**src/rtl/dlfloat_pkg.sv**
```systemverilog
// Shared DLFloat format constants, FSM state codes and field helpers for the dot-product engine.
package dlfloat_pkg;

  localparam int unsigned EXP_W = 6;
  localparam int unsigned MAN_W = 9;
  localparam int unsigned BIAS  = 31;
  localparam int unsigned LEN_W = 8;
  localparam int unsigned W     = 1 + EXP_W + MAN_W;
  localparam int unsigned NB    = (W + 7) / 8;

  localparam logic [W-1:0] ZERO = '0;
  localparam logic [W-1:0] SAT  = '1;

  typedef logic [2:0] state_t;
  localparam state_t ST_IDLE   = 3'd0;
  localparam state_t ST_LOAD_A = 3'd1;
  localparam state_t ST_LOAD_B = 3'd2;
  localparam state_t ST_MUL    = 3'd3;
  localparam state_t ST_ACC    = 3'd4;
  localparam state_t ST_DRAIN  = 3'd5;

  function automatic logic f_sign(input logic [W-1:0] x);
    return x[W-1];
  endfunction

  function automatic logic [EXP_W-1:0] f_exp(input logic [W-1:0] x);
    return x[W-2 -: EXP_W];
  endfunction

  function automatic logic [MAN_W-1:0] f_man(input logic [W-1:0] x);
    return x[MAN_W-1:0];
  endfunction

endpackage

```
**src/rtl/dlfloat_dot_engine_if.sv**
```systemverilog
// Operand stream, control and result byte stream of the DLFloat dot-product engine.
interface dlfloat_dot_engine_if;
  import dlfloat_pkg::*;

  logic             start;
  logic [LEN_W-1:0] len;
  logic             in_valid;
  logic             in_ready;
  logic [W-1:0]     in_data;
  logic             out_valid;
  logic             out_ready;
  logic [7:0]       out_byte;
  logic             busy;
  logic             ovf;

  modport master (output start, len, in_valid, in_data, out_ready,
                  input  in_ready, out_valid, out_byte, busy, ovf);
  modport slave  (input  start, len, in_valid, in_data, out_ready,
                  output in_ready, out_valid, out_byte, busy, ovf);
endinterface

```
**src/rtl/dlfloat_arith_core.sv**
```systemverilog
// Combinational DLFloat multiplier and adder; the engine FSM sequences both through registers.
module dlfloat_arith_core
  import dlfloat_pkg::*;
(
  input  logic [W-1:0] mul_a,
  input  logic [W-1:0] mul_b,
  output logic [W-1:0] mul_p,
  input  logic [W-1:0] add_x,
  input  logic [W-1:0] add_y,
  output logic [W-1:0] add_s
);

  localparam int unsigned EW2 = EXP_W + 2;
  localparam int unsigned MW  = MAN_W + 1;
  localparam int unsigned PW2 = 2 * MW;
  localparam int unsigned PW  = $clog2(MW + 1);

  logic [EW2-1:0] esum;
  logic [PW2-1:0] mprod;

  // Multiply: exponent sum with range guards, mantissa product truncated
  always_comb begin
    esum  = EW2'(f_exp(mul_a)) + EW2'(f_exp(mul_b));
    mprod = PW2'({1'b1, f_man(mul_a)}) * PW2'({1'b1, f_man(mul_b)});
    mul_p = {f_sign(mul_a) ^ f_sign(mul_b),
             EXP_W'(esum - EW2'(BIAS) + EW2'(mprod[PW2-1])),
             MAN_W'(mprod >> (mprod[PW2-1] ? MAN_W + 1 : MAN_W))};
    if (mul_a == ZERO || mul_b == ZERO)                 mul_p = ZERO;
    else if (mul_a == SAT || mul_b == SAT)              mul_p = SAT;
    else if (esum <= EW2'(BIAS))                        mul_p = ZERO;
    else if (esum >= EW2'(BIAS + 2**EXP_W - 1))         mul_p = SAT;
  end

  logic           x_big;
  logic [W-1:0]   big;
  logic [W-1:0]   sml;
  logic [EXP_W-1:0] dexp;
  logic [MW-1:0]  m_sml_sh;
  logic [MW:0]    msum;
  logic [MW:0]    norm;
  logic [PW-1:0]  pos;
  logic [EW2-1:0] eb;

  // Add: align smaller operand, add/subtract, renormalise on the leading one.
  // eb carries the result exponent offset by MAN_W so it never goes negative.
  always_comb begin
    x_big    = add_x[W-2:0] >= add_y[W-2:0];
    big      = x_big ? add_x : add_y;
    sml      = x_big ? add_y : add_x;
    dexp     = f_exp(big) - f_exp(sml);
    m_sml_sh = {1'b1, f_man(sml)} >> dexp;
    if (f_sign(big) ^ f_sign(sml)) msum = {2'b01, f_man(big)} - {1'b0, m_sml_sh};
    else                           msum = {2'b01, f_man(big)} + {1'b0, m_sml_sh};
    pos = '0;
    for (int unsigned i = 0; i <= MW; i++) begin
      if (msum[i]) pos = PW'(i);
    end
    norm  = msum << (PW'(MW) - pos);
    eb    = EW2'(f_exp(big)) + EW2'(pos);
    add_s = {f_sign(big), EXP_W'(eb - EW2'(MAN_W)), MAN_W'(norm >> 1)};
    if (add_x == SAT || add_y == SAT)                   add_s = SAT;
    else if (add_x == ZERO)                             add_s = add_y;
    else if (add_y == ZERO)                             add_s = add_x;
    else if (msum == '0 || eb <= EW2'(MAN_W))           add_s = ZERO;
    else if (eb > EW2'(MAN_W + 2**EXP_W - 1))           add_s = SAT;
  end

endmodule

```
**src/rtl/dlfloat_dot_engine.sv**
```systemverilog
// DLFloat dot-product engine: streamed operand pairs, one accumulator, result drained LSB byte first.
module dlfloat_dot_engine
  import dlfloat_pkg::*;
(
  input logic                 clk,
  input logic                 rst_n,
  dlfloat_dot_engine_if.slave bus
);

  localparam int unsigned SW  = NB * 8;
  localparam int unsigned BIW = (NB > 1) ? $clog2(NB) : 1;

  state_t           state_q, state_d;
  logic [W-1:0]     a_q, a_d, b_q, b_d, prod_q, prod_d, acc_q, acc_d;
  logic [LEN_W-1:0] cnt_q, cnt_d, n_q, n_d;
  logic [SW-1:0]    sreg_q, sreg_d;
  logic [BIW-1:0]   bidx_q, bidx_d;
  logic             in_ready_q, in_ready_d, out_valid_q, out_valid_d;
  logic             busy_q, busy_d, ovf_q, ovf_d;
  logic [7:0]       out_byte_q, out_byte_d;
  logic [W-1:0]     mul_p, add_s;

  dlfloat_arith_core u_core (
    .mul_a (a_q),
    .mul_b (b_q),
    .mul_p (mul_p),
    .add_x (acc_q),
    .add_y (prod_q),
    .add_s (add_s)
  );

  // Next-state and next-output logic; all outputs are registered from these
  always_comb begin
    state_d    = state_q;
    a_d        = a_q;
    b_d        = b_q;
    prod_d     = prod_q;
    acc_d      = acc_q;
    cnt_d      = cnt_q;
    n_d        = n_q;
    sreg_d     = sreg_q;
    bidx_d     = bidx_q;
    ovf_d      = ovf_q;
    out_byte_d = out_byte_q;
    case (state_q)
      ST_IDLE: if (bus.start) begin
        cnt_d   = '0;
        acc_d   = ZERO;
        ovf_d   = 1'b0;
        n_d     = (bus.len == '0) ? LEN_W'(1) : bus.len;
        state_d = ST_LOAD_A;
      end
      ST_LOAD_A: if (bus.in_valid) begin
        a_d     = bus.in_data;
        state_d = ST_LOAD_B;
      end
      ST_LOAD_B: if (bus.in_valid) begin
        b_d     = bus.in_data;
        state_d = ST_MUL;
      end
      ST_MUL: begin
        prod_d  = mul_p;
        state_d = ST_ACC;
      end
      ST_ACC: begin
        acc_d = add_s;
        cnt_d = cnt_q + LEN_W'(1);
        if (add_s == SAT) ovf_d = 1'b1;
        if (cnt_d == n_q) begin
          sreg_d     = SW'(add_s);
          bidx_d     = '0;
          out_byte_d = add_s[7:0];
          state_d    = ST_DRAIN;
        end else begin
          state_d = ST_LOAD_A;
        end
      end
      ST_DRAIN: if (bus.out_ready) begin
        if (bidx_q == BIW'(NB - 1)) begin
          out_byte_d = 8'h00;
          state_d    = ST_IDLE;
        end else begin
          bidx_d     = bidx_q + BIW'(1);
          sreg_d     = sreg_q >> 8;
          out_byte_d = sreg_d[7:0];
        end
      end
      default: state_d = ST_IDLE;
    endcase
    in_ready_d  = (state_d == ST_LOAD_A) || (state_d == ST_LOAD_B);
    out_valid_d = (state_d == ST_DRAIN);
    busy_d      = (state_d != ST_IDLE);
  end

  always_ff @(posedge clk or negedge rst_n) begin
    if (!rst_n) begin
      state_q     <= ST_IDLE;
      a_q         <= '0;
      b_q         <= '0;
      prod_q      <= '0;
      acc_q       <= '0;
      cnt_q       <= '0;
      n_q         <= '0;
      sreg_q      <= '0;
      bidx_q      <= '0;
      in_ready_q  <= 1'b0;
      out_valid_q <= 1'b0;
      out_byte_q  <= '0;
      busy_q      <= 1'b0;
      ovf_q       <= 1'b0;
    end else begin
      state_q     <= state_d;
      a_q         <= a_d;
      b_q         <= b_d;
      prod_q      <= prod_d;
      acc_q       <= acc_d;
      cnt_q       <= cnt_d;
      n_q         <= n_d;
      sreg_q      <= sreg_d;
      bidx_q      <= bidx_d;
      in_ready_q  <= in_ready_d;
      out_valid_q <= out_valid_d;
      out_byte_q  <= out_byte_d;
      busy_q      <= busy_d;
      ovf_q       <= ovf_d;
    end
  end

  assign bus.in_ready  = in_ready_q;
  assign bus.out_valid = out_valid_q;
  assign bus.out_byte  = out_byte_q;
  assign bus.busy      = busy_q;
  assign bus.ovf       = ovf_q;

endmodule

```
**src/flat_wrapper.sv**
```systemverilog
// flat-port wrapper written by rule: the top's interface ports become plain ports
module dlfloat_dot_engine_flat import dlfloat_pkg::*;
  (clk, rst_n, bus_start, bus_len, bus_in_valid, bus_in_data, bus_out_ready, bus_in_ready, bus_out_valid, bus_out_byte, bus_busy, bus_ovf);
  dlfloat_dot_engine_if bus_i ();
  input logic clk;
  input logic rst_n;
  input wire logic [$bits(bus_i.start)-1:0] bus_start;
  input wire logic [$bits(bus_i.len)-1:0] bus_len;
  input wire logic [$bits(bus_i.in_valid)-1:0] bus_in_valid;
  input wire logic [$bits(bus_i.in_data)-1:0] bus_in_data;
  input wire logic [$bits(bus_i.out_ready)-1:0] bus_out_ready;
  output wire logic [$bits(bus_i.in_ready)-1:0] bus_in_ready;
  output wire logic [$bits(bus_i.out_valid)-1:0] bus_out_valid;
  output wire logic [$bits(bus_i.out_byte)-1:0] bus_out_byte;
  output wire logic [$bits(bus_i.busy)-1:0] bus_busy;
  output wire logic [$bits(bus_i.ovf)-1:0] bus_ovf;
  assign bus_i.start = bus_start;
  assign bus_i.len = bus_len;
  assign bus_i.in_valid = bus_in_valid;
  assign bus_i.in_data = bus_in_data;
  assign bus_i.out_ready = bus_out_ready;
  assign bus_in_ready = bus_i.in_ready;
  assign bus_out_valid = bus_i.out_valid;
  assign bus_out_byte = bus_i.out_byte;
  assign bus_busy = bus_i.busy;
  assign bus_ovf = bus_i.ovf;
  dlfloat_dot_engine u_core (.clk(clk), .rst_n(rst_n), .bus(bus_i));
endmodule
```
**config.mk**
```make
export PLATFORM = sky130hd
export DESIGN_NAME = dlfloat_dot_engine_flat
export DESIGN_NICKNAME = d
export VERILOG_FILES = /design/src/rtl/dlfloat_pkg.sv /design/src/rtl/dlfloat_dot_engine_if.sv /design/src/rtl/dlfloat_arith_core.sv /design/src/rtl/dlfloat_dot_engine.sv /design/src/flat_wrapper.sv
export SDC_FILE = /design/constraint.sdc
export NUM_CORES = 1
export LEC_CHECK = 0
export BUFFER_PORTS_ARGS = -buffer_cell sky130_fd_sc_hd__buf_2
export CAP_MARGIN = 0
export CORE_ASPECT_RATIO = 0.5
export CORE_MARGIN = 2
export CORE_UTILIZATION = 45
export CTS_BUF_LIST = sky130_fd_sc_hd__clkbuf_8 sky130_fd_sc_hd__clkbuf_16
export CTS_CLUSTER_DIAMETER = 50
export DETAILED_ROUTE_END_ITERATION = 10
export GPL_TIMING_DRIVEN = 0
export HOLD_SLACK_MARGIN = 0.1
export SYNTH_ARGS = -nofsm -noshare
export SYNTH_HDL_FRONTEND = slang
export SYNTH_HIERARCHICAL = 1
export SYNTH_SLANG_ARGS = --single-unit
```
**constraint.sdc**
```tcl
create_clock -name clk -period 9.3 [get_ports clk]
set_input_delay 1.395 -clock clk [delete_from_list [all_inputs] [get_ports clk]]
set_output_delay 1.395 -clock clk [all_outputs]
set_load 0.02 [all_outputs]
```
* Word-level counts from Yosys, hierarchy flattened
Index checks and enable logic that the tools add are counted.
** Word-level totals
- Register bits :: 112
- Input bits :: 29
- Output and inout port bits :: 12
- Word-level logic and storage cells :: 127
** Operators by class
- $add $sub $neg :: 11
- Multiply operators :: 1
- Order comparisons :: 5
- Equal/unequal tests :: 19
- Shift-type cells :: 3
- Muxes and demuxes :: 50
- Bitwise logic cells :: 2
- Reductions and logical operators :: 22
** Operators by type and width (count)
- $mux W16 :: 15
- $eq A16 B16 Y1 const B :: 5
- $logic_not A16 Y1 :: 4
- $pmux W16 S2 :: 2
- $mux W8 :: 5
- $mux W4 :: 9
- $pmux W8 S2 :: 2
- $mul A10 B10 Y20 :: 1
- $shr A20 B4 Y9 :: 1
- $mux W3 :: 6
- $pmux W3 S6 :: 1
- $ge A15 B15 Y1 :: 1
- $add A10 B10 Y11 :: 1
- $logic_not A11 Y1 :: 1
- $mux W11 :: 1
- $shl A11 B4 Y10 :: 1
- $sub A10 B10 Y11 :: 1
- $ne A2 B2 Y1 const B :: 5
- $shr A10 B6 Y10 :: 1
- $eq A3 B2 Y1 const B :: 3
- $eq A3 B3 Y1 const B :: 3
- $add A8 B1 Y8 const B :: 1
- $eq A8 B8 Y1 :: 1
- $logic_not A8 Y1 :: 1
- 24 further kinds :: 41

* Longest topological paths before layout
- Word-level depth :: 26
- Gate-level depth with buffers :: 52
- Depth with buffers taken out :: 50

* Modules after synthesis
The synthesis kept the hierarchy.
** Modules (own cells, without submodules)
- dlfloat_arith_core :: instances 1, cells each 969, area each 7504.7 um^2, sequential area each 0.0 um^2
- dlfloat_dot_engine :: instances 1, cells each 378, area each 4414.2 um^2, sequential area each 2602.5 um^2

* Worst setup path before layout
Ideal clock, no wire load.
- Kind :: register -> register
- Start :: reg u_core.prod_q[13]
- End :: reg u_core.ovf_q (netlist: u_core/bus.ovf)
- Setup time :: 0.083 ns
- Arrival time :: 10.013 ns
- Data required time :: 9.217 ns
- Setup slack :: -0.797 ns
- Stages on the path, launching flop included :: 48
- Buffers on the path :: 4
- Period minus slack after synthesis :: 10.097 ns
- Path through :: dfrtp_1 inv_1 ha_1 buf_2 and3_4 a221o_1 a21o_1 nor3_4 a21boi_0 ha_1 clkbuf_1 mux4_2 and3_1 a211oi_1 o2bb2a_4 o32ai_1 or3_4 and3_1 (+12 left out) ha_1 a21o_1 a21oi_1 inv_1 a21oi_1 nor2_1 xnor2_1 inv_1 and4_1 or2_2 buf_1 nor2_1 a221oi_1 o21ai_0 nand4_1 nor4_1 nand3_1 o21ai_0
** Between the ends
- Cells in the longest elaborated chain, start to end :: 26
- Elaborated cells between the ends (all ways) :: 38
- Those cells by class :: 6 x add/sub; 3 x order compare; 3 x eq/ne; 2 x shift; 18 x mux; 1 x bitwise; 5 x reduce/logical
** Ends and longest elaborated chain
- start, declared :: RTL line dlfloat_dot_engine.sv:14 : logic [W-1:0] a_q, a_d, b_q, b_d, prod_q, prod_d, acc_q, acc_d;
- start signal, assigned :: RTL line dlfloat_dot_engine.sv:115 : prod_q <= prod_d;
- $ge A15 B15 Y1 :: RTL line dlfloat_arith_core.sv:47 : x_big = add_x[W-2:0] >= add_y[W-2:0];
- $mux W16 (on tied branches) :: RTL line dlfloat_arith_core.sv:48, dlfloat_arith_core.sv:49
- $sub A6 B6 Y6 :: RTL line dlfloat_arith_core.sv:50 : dexp = f_exp(big) - f_exp(sml);
- $shr A10 B6 Y10 :: RTL line dlfloat_arith_core.sv:51 : m_sml_sh = {1'b1, f_man(sml)} >> dexp;
- $add A10 B10 Y11 or $sub A10 B10 Y11 (tied branches) :: RTL line dlfloat_arith_core.sv:53, dlfloat_arith_core.sv:52
- $mux W11 :: RTL line dlfloat_arith_core.sv:52 : if (f_sign(big) ^ f_sign(sml)) msum = {2'b01, f_man(big)} - {1'b0, m_sml_sh};
- $mux W1 :: RTL line dlfloat_arith_core.sv:56 : if (msum[i]) pos = PW'(i);
- $mux W4 (9 in series) :: RTL line dlfloat_arith_core.sv:56
- (+3 left out)
- $mux W16 :: RTL line dlfloat_arith_core.sv:64 : else if (msum == '0 || eb <= EW2'(MAN_W)) add_s = ZERO;
- $mux W16 :: RTL line dlfloat_arith_core.sv:63 : else if (add_y == ZERO) add_s = add_x;
- $mux W16 :: RTL line dlfloat_arith_core.sv:62 : else if (add_x == ZERO) add_s = add_y;
- $mux W16 (*) :: RTL line dlfloat_arith_core.sv:61 : if (add_x == SAT || add_y == SAT) add_s = SAT;
- named net u_core.add_s[12] :: RTL line dlfloat_dot_engine.sv:21 : logic [W-1:0] mul_p, add_s;
- $eq A16 B16 Y1 (*) :: RTL line dlfloat_dot_engine.sv:68 : if (add_s == SAT) ovf_d = 1'b1;
- $ne A2 B2 Y1 (no line) (*)
- $reduce_and A3 Y1 (no line) (*)
- end signal, assigned :: RTL line dlfloat_dot_engine.sv:125 : ovf_q <= ovf_d;
- end, declared :: RTL line dlfloat_dot_engine.sv:19 : logic busy_q, busy_d, ovf_q, ovf_d;
The timed path passes the listed nets; every way through them passes the cells marked *.
A chain may end at the register's enable or synchronous reset.

* Final worst setup path
- Start :: reg u_core.prod_q[8]
- End :: reg u_core.ovf_q (netlist: u_core/bus.ovf)
The elaborated chain is that of the path after synthesis.

==> results.py <==
metrics = {
    "yosys": {
        "yosysWarnings": 6,
        "synth_fp_nets": 1537,
        "syn-instance-count": 1347,
        "synth-seq-area-share_pct": 21.8,
        "synth_ff_type": "dfrtp_1",
        "syn_area_um2": 11900,
        "yosys_register_bits": 104,
        "syn_avg_cell_area_um2": 8.85,
        "async_flop_share_pct": 100,
        "ys_types": 93,
        "synth-edff-count": 0,
    },
    "floorplanning": {
        "placementRows": 42,
        "boundaryPins": 41,
        "core_um2": 26200,
        "start_util_pct": 45.5,
        "die-area_um2": 27900,
        "die_h_um": 119,
        "fp.dieW_um": 234,
    },
    "critical_path": {
        "critPathCaptureType": "register",
        "r2r.worst_path.cells": 49,
        "worst_ep_arrival_time_ns": 9.72,
        "path_class": "register to register",
        "cp-start-kind": "register",
        "crit_path_frequent_cell": "o21a_1",
        "r2r-end": "u_core/bus.ovf",
        "critPathMaxFanout": 7,
        "cp-startpoint": "u_core/prod_q[8]",
        "crit_path_end": "u_core/bus.ovf",
        "r2r_start": "u_core/prod_q[8]",
        "required_ns": 9.59,
        "max_stage_delay_ns": 0.51,
        "cp_slowest_cell": "dfrtp_1",
        "rrSetupSlack_ns": -0.13,
    },
    "sta": {
        "finalHoldViolCount": 0,
        "clock_skew_ns": 0.0134,
        "fin_ws_ns": -0.135,
        "drv_slew": 0,
        "setup_viol": 1,
        "final.min_clock_period_ns": 9.43,
        "fin_tns_setup_ns": -0.135,
        "tightest_slew_ns": 1.21,
        "slew_headroom_pct": 19.1,
        "fmax_mhz": 106,
        "finalCritPeriodShare_pct": 101,
        "rsz0062_at_grt": "yes",
    },
    "placement": {
        "gp_congestion": 0.917,
        "io_buffers": 40,
        "post-place-ws_ns": -1.90,
        "dp_hpwl_um": 26000,
        "dp_cells": 1740,
    },
    "global_routing": {
        "antenna_found_initial": 0,
        "grt_pass1_vias": 10717,
        "grt_max_degree": 64,
        "grt_pass1_wl_um": 58100,
        "grt_overflow": 0,
        "grt_usage_pct": 26.3,
    },
    "finish": {
        "stdcell_count": 1853,
        "layout.nets": 1686,
        "nFillCells": 2326,
        "syn_to_final_growth_pct": 21.7,
        "drive_above_1_share_pct": 26.9,
        "diodes": 0,
    },
    "clock_network": {
        "cts-buffers-inserted": 9,
        "cts_tree": "built",
        "cts_sinks": 104,
        "clock_latency_ns": 0.36,
        "htree_num_levels": 3,
        "cts_buffer_depth": 2,
        "cts_root_buf": "clkbuf_16",
        "clkTransAtPathRegs_ns": 0.08,
    },
    "routing": {
        "dr.pass1.iters": 5,
        "wl_um": 36100,
        "vias": 11026,
        "drtIter0Drc": 933,
        "avgRoutedWirePerCell_um": 19.5,
        "viasPerCell": 5.95,
        "ant_nets": 0,
        "drc": 0,
    },
    "outcome": {
        "violations": "setup timing",
        "outcome": "complete, but fails checks",
    },
    "run": {
        "cap_violations": 0,
    },
    "min_path": {
        "hold_path.class": "register to register",
    },
}
-- synth_stat cells, types with 9 or more instances --
| master | n | area (um2) |
|---|---|---|
| a21oi_1 | 82 | 410 |
| and3_1 | 13 | 81.3 |
| ha_1 | 97 | 1210 |
| xnor2_1 | 32 | 280 |
| inv_1 | 112 | 420 |
| nand2_1 | 159 | 597 |
| a31oi_1 | 16 | 100 |
| nor4_1 | 24 | 150 |
| o21ai_0 | 51 | 255 |
| xor2_1 | 20 | 175 |
| fa_1 | 64 | 1280 |
| and2_1 | 56 | 350 |
| dfrtp_1 | 104 | 2600 |
| nand4_1 | 29 | 181 |
| mux4_2 | 13 | 293 |
| o211ai_1 | 9 | 67.6 |
| mux2_2 | 40 | 450 |
| nor2_1 | 58 | 218 |
| nor3_1 | 16 | 80.1 |
| clkbuf_1 | 49 | 184 |
| nand3_1 | 33 | 165 |
| nor2b_1 | 10 | 62.6 |
| a22o_1 | 25 | 219 |
| a21o_1 | 18 | 135 |
| mux2i_1 | 33 | 330 |
-- logic make-up (layout without fill, tap and decap cells) --
group           Yosys count  after routing  share of synthesized area (%)
simple gates            453            454                           19.6
compound gates          306            306                           18.2
buf+inv                 181            334                           6.14
fa+ha+maj               161            161                           20.9
flops                   104            104                           21.8
mux                      89             89                           9.37
xor+xnor                 53             53                           3.96
-- through the flow --
stage | area (um2) | hold slack (ns) | util [%]
after detailed placement | 12600 | 0.474 | 48.2
final | 14500 | 0.503 | 55.3
after floorplan | 12000 | 0.458 | -
after global routing | 14500 | 0.511 | 55.3
after CTS | 13800 | 0.498 | 52.5
after global placement | 12600 | 0.479 | 48.1
-- sequential cells by signal, summed over array words and instances (netlist names) --
| register | flops |
|---|---|
| u_core/state_q | 3 |
| u_core/bus.out_byte | 8 |
| u_core/bus.out_valid | 1 |
| u_core/b_q | 16 |
| u_core/acc_q | 16 |
| u_core/n_q | 8 |
| u_core/bus.in_ready | 1 |
| u_core/prod_q | 16 |
| u_core/bidx_q | 1 |
| u_core/bus.ovf | 1 |
| u_core/a_q | 16 |
| u_core/bus.busy | 1 |
| u_core/sreg_q | 8 |
| u_core/cnt_q | 8 |
-- cell type report --
| cell class | count | area (um2) | share of cell area, % |
|---|---|---|---|
| inverter | 114 | 434 | 2.99 |
| clock inverter | 7 | 55.1 | 0.380 |
| timing repair buffer | 145 | 1030 | 7.10 |
| multi-input combinational | 1063 | 9420 | 64.9 |
| sequential | 104 | 2630 | 18.1 |
| tap | 352 | 440 | 3.04 |
| buffer | 59 | 273 | 1.88 |
| clock buffer | 9 | 225 | 1.55 |
-- repair_timing --
action | 4_1_cts | 5_1_grt
gates resized for setup | 109 | 77
setup endpoints to repair | 33 | 33
hold buffers | 0 | 0
gates cloned | 1 | 0
pin swaps | 61 | 73
endpoints found under the hold margin | 0 | 0
buffers inserted | 52 | 53
-- per-layer routing --
layer | GRT usage (%) | up-vias | routed length, um
li1 | - | 5121 | -
met2 | 42.4 | 358 | 16700
met4 | 6.41 | 0 | 759
met5 | 0 | - | 0
met3 | 3.78 | 59 | 2050
met1 | 37.1 | 5488 | 16600
-- placed cells by master (no fill, tap or decap), types with 13 or more instances in the layout --
| cell type | count |
|---|---|
| nand2_1 | 154 |
| fa_1 | 63 |
| nor2_1 | 54 |
| ha_4 | 13 |
| xnor2_1 | 28 |
| nand4_1 | 29 |
| dfrtp_1 | 80 |
| buf_4 | 100 |
| o21ai_0 | 35 |
| a22o_1 | 25 |
| nand3_1 | 30 |
| a21oi_1 | 71 |
| and2_1 | 54 |
| inv_1 | 102 |
| a31oi_1 | 13 |
| a21o_1 | 18 |
| dfrtp_2 | 24 |
| nor3_1 | 15 |
| xor2_1 | 17 |
| buf_2 | 45 |
| mux2_2 | 40 |
| clkbuf_1 | 44 |
| ha_1 | 81 |
| mux2i_1 | 31 |
| mux4_2 | 13 |
| nor4_1 | 23 |
-- worst max-delay path: cells and delay by family (launching register included) --
family          cells  cell delay (ns)
flops               1             0.51
buf+inv             5             0.61
xor+xnor            1             0.20
simple gates       15             2.78
fa+ha+maj           5             1.46
compound gates     23             3.80
-- worst min-delay path by stage --
| stage | from | endpoint | slack [ns] | depth (start not counted) |
|---|---|---|---|---|
| final | u_core/sreg_q[8] | u_core/sreg_q[8] | 0.50 | 1 |
| after global routing | u_core/sreg_q[9] | u_core/sreg_q[9] | 0.51 | 1 |
| after CTS | u_core/sreg_q[14] | u_core/sreg_q[14] | 0.50 | 1 |
| after detailed placement | u_core/sreg_q[9] | u_core/sreg_q[9] | 0.47 | 1 |
| after global placement | u_core/sreg_q[9] | u_core/sreg_q[9] | 0.48 | 1 |
| after floorplan | u_core/sreg_q[10] | u_core/sreg_q[10] | 0.46 | 1 |
Power is not shown: default switching activity piles up to over one toggle a cycle in this logic, so the estimate is an artifact.
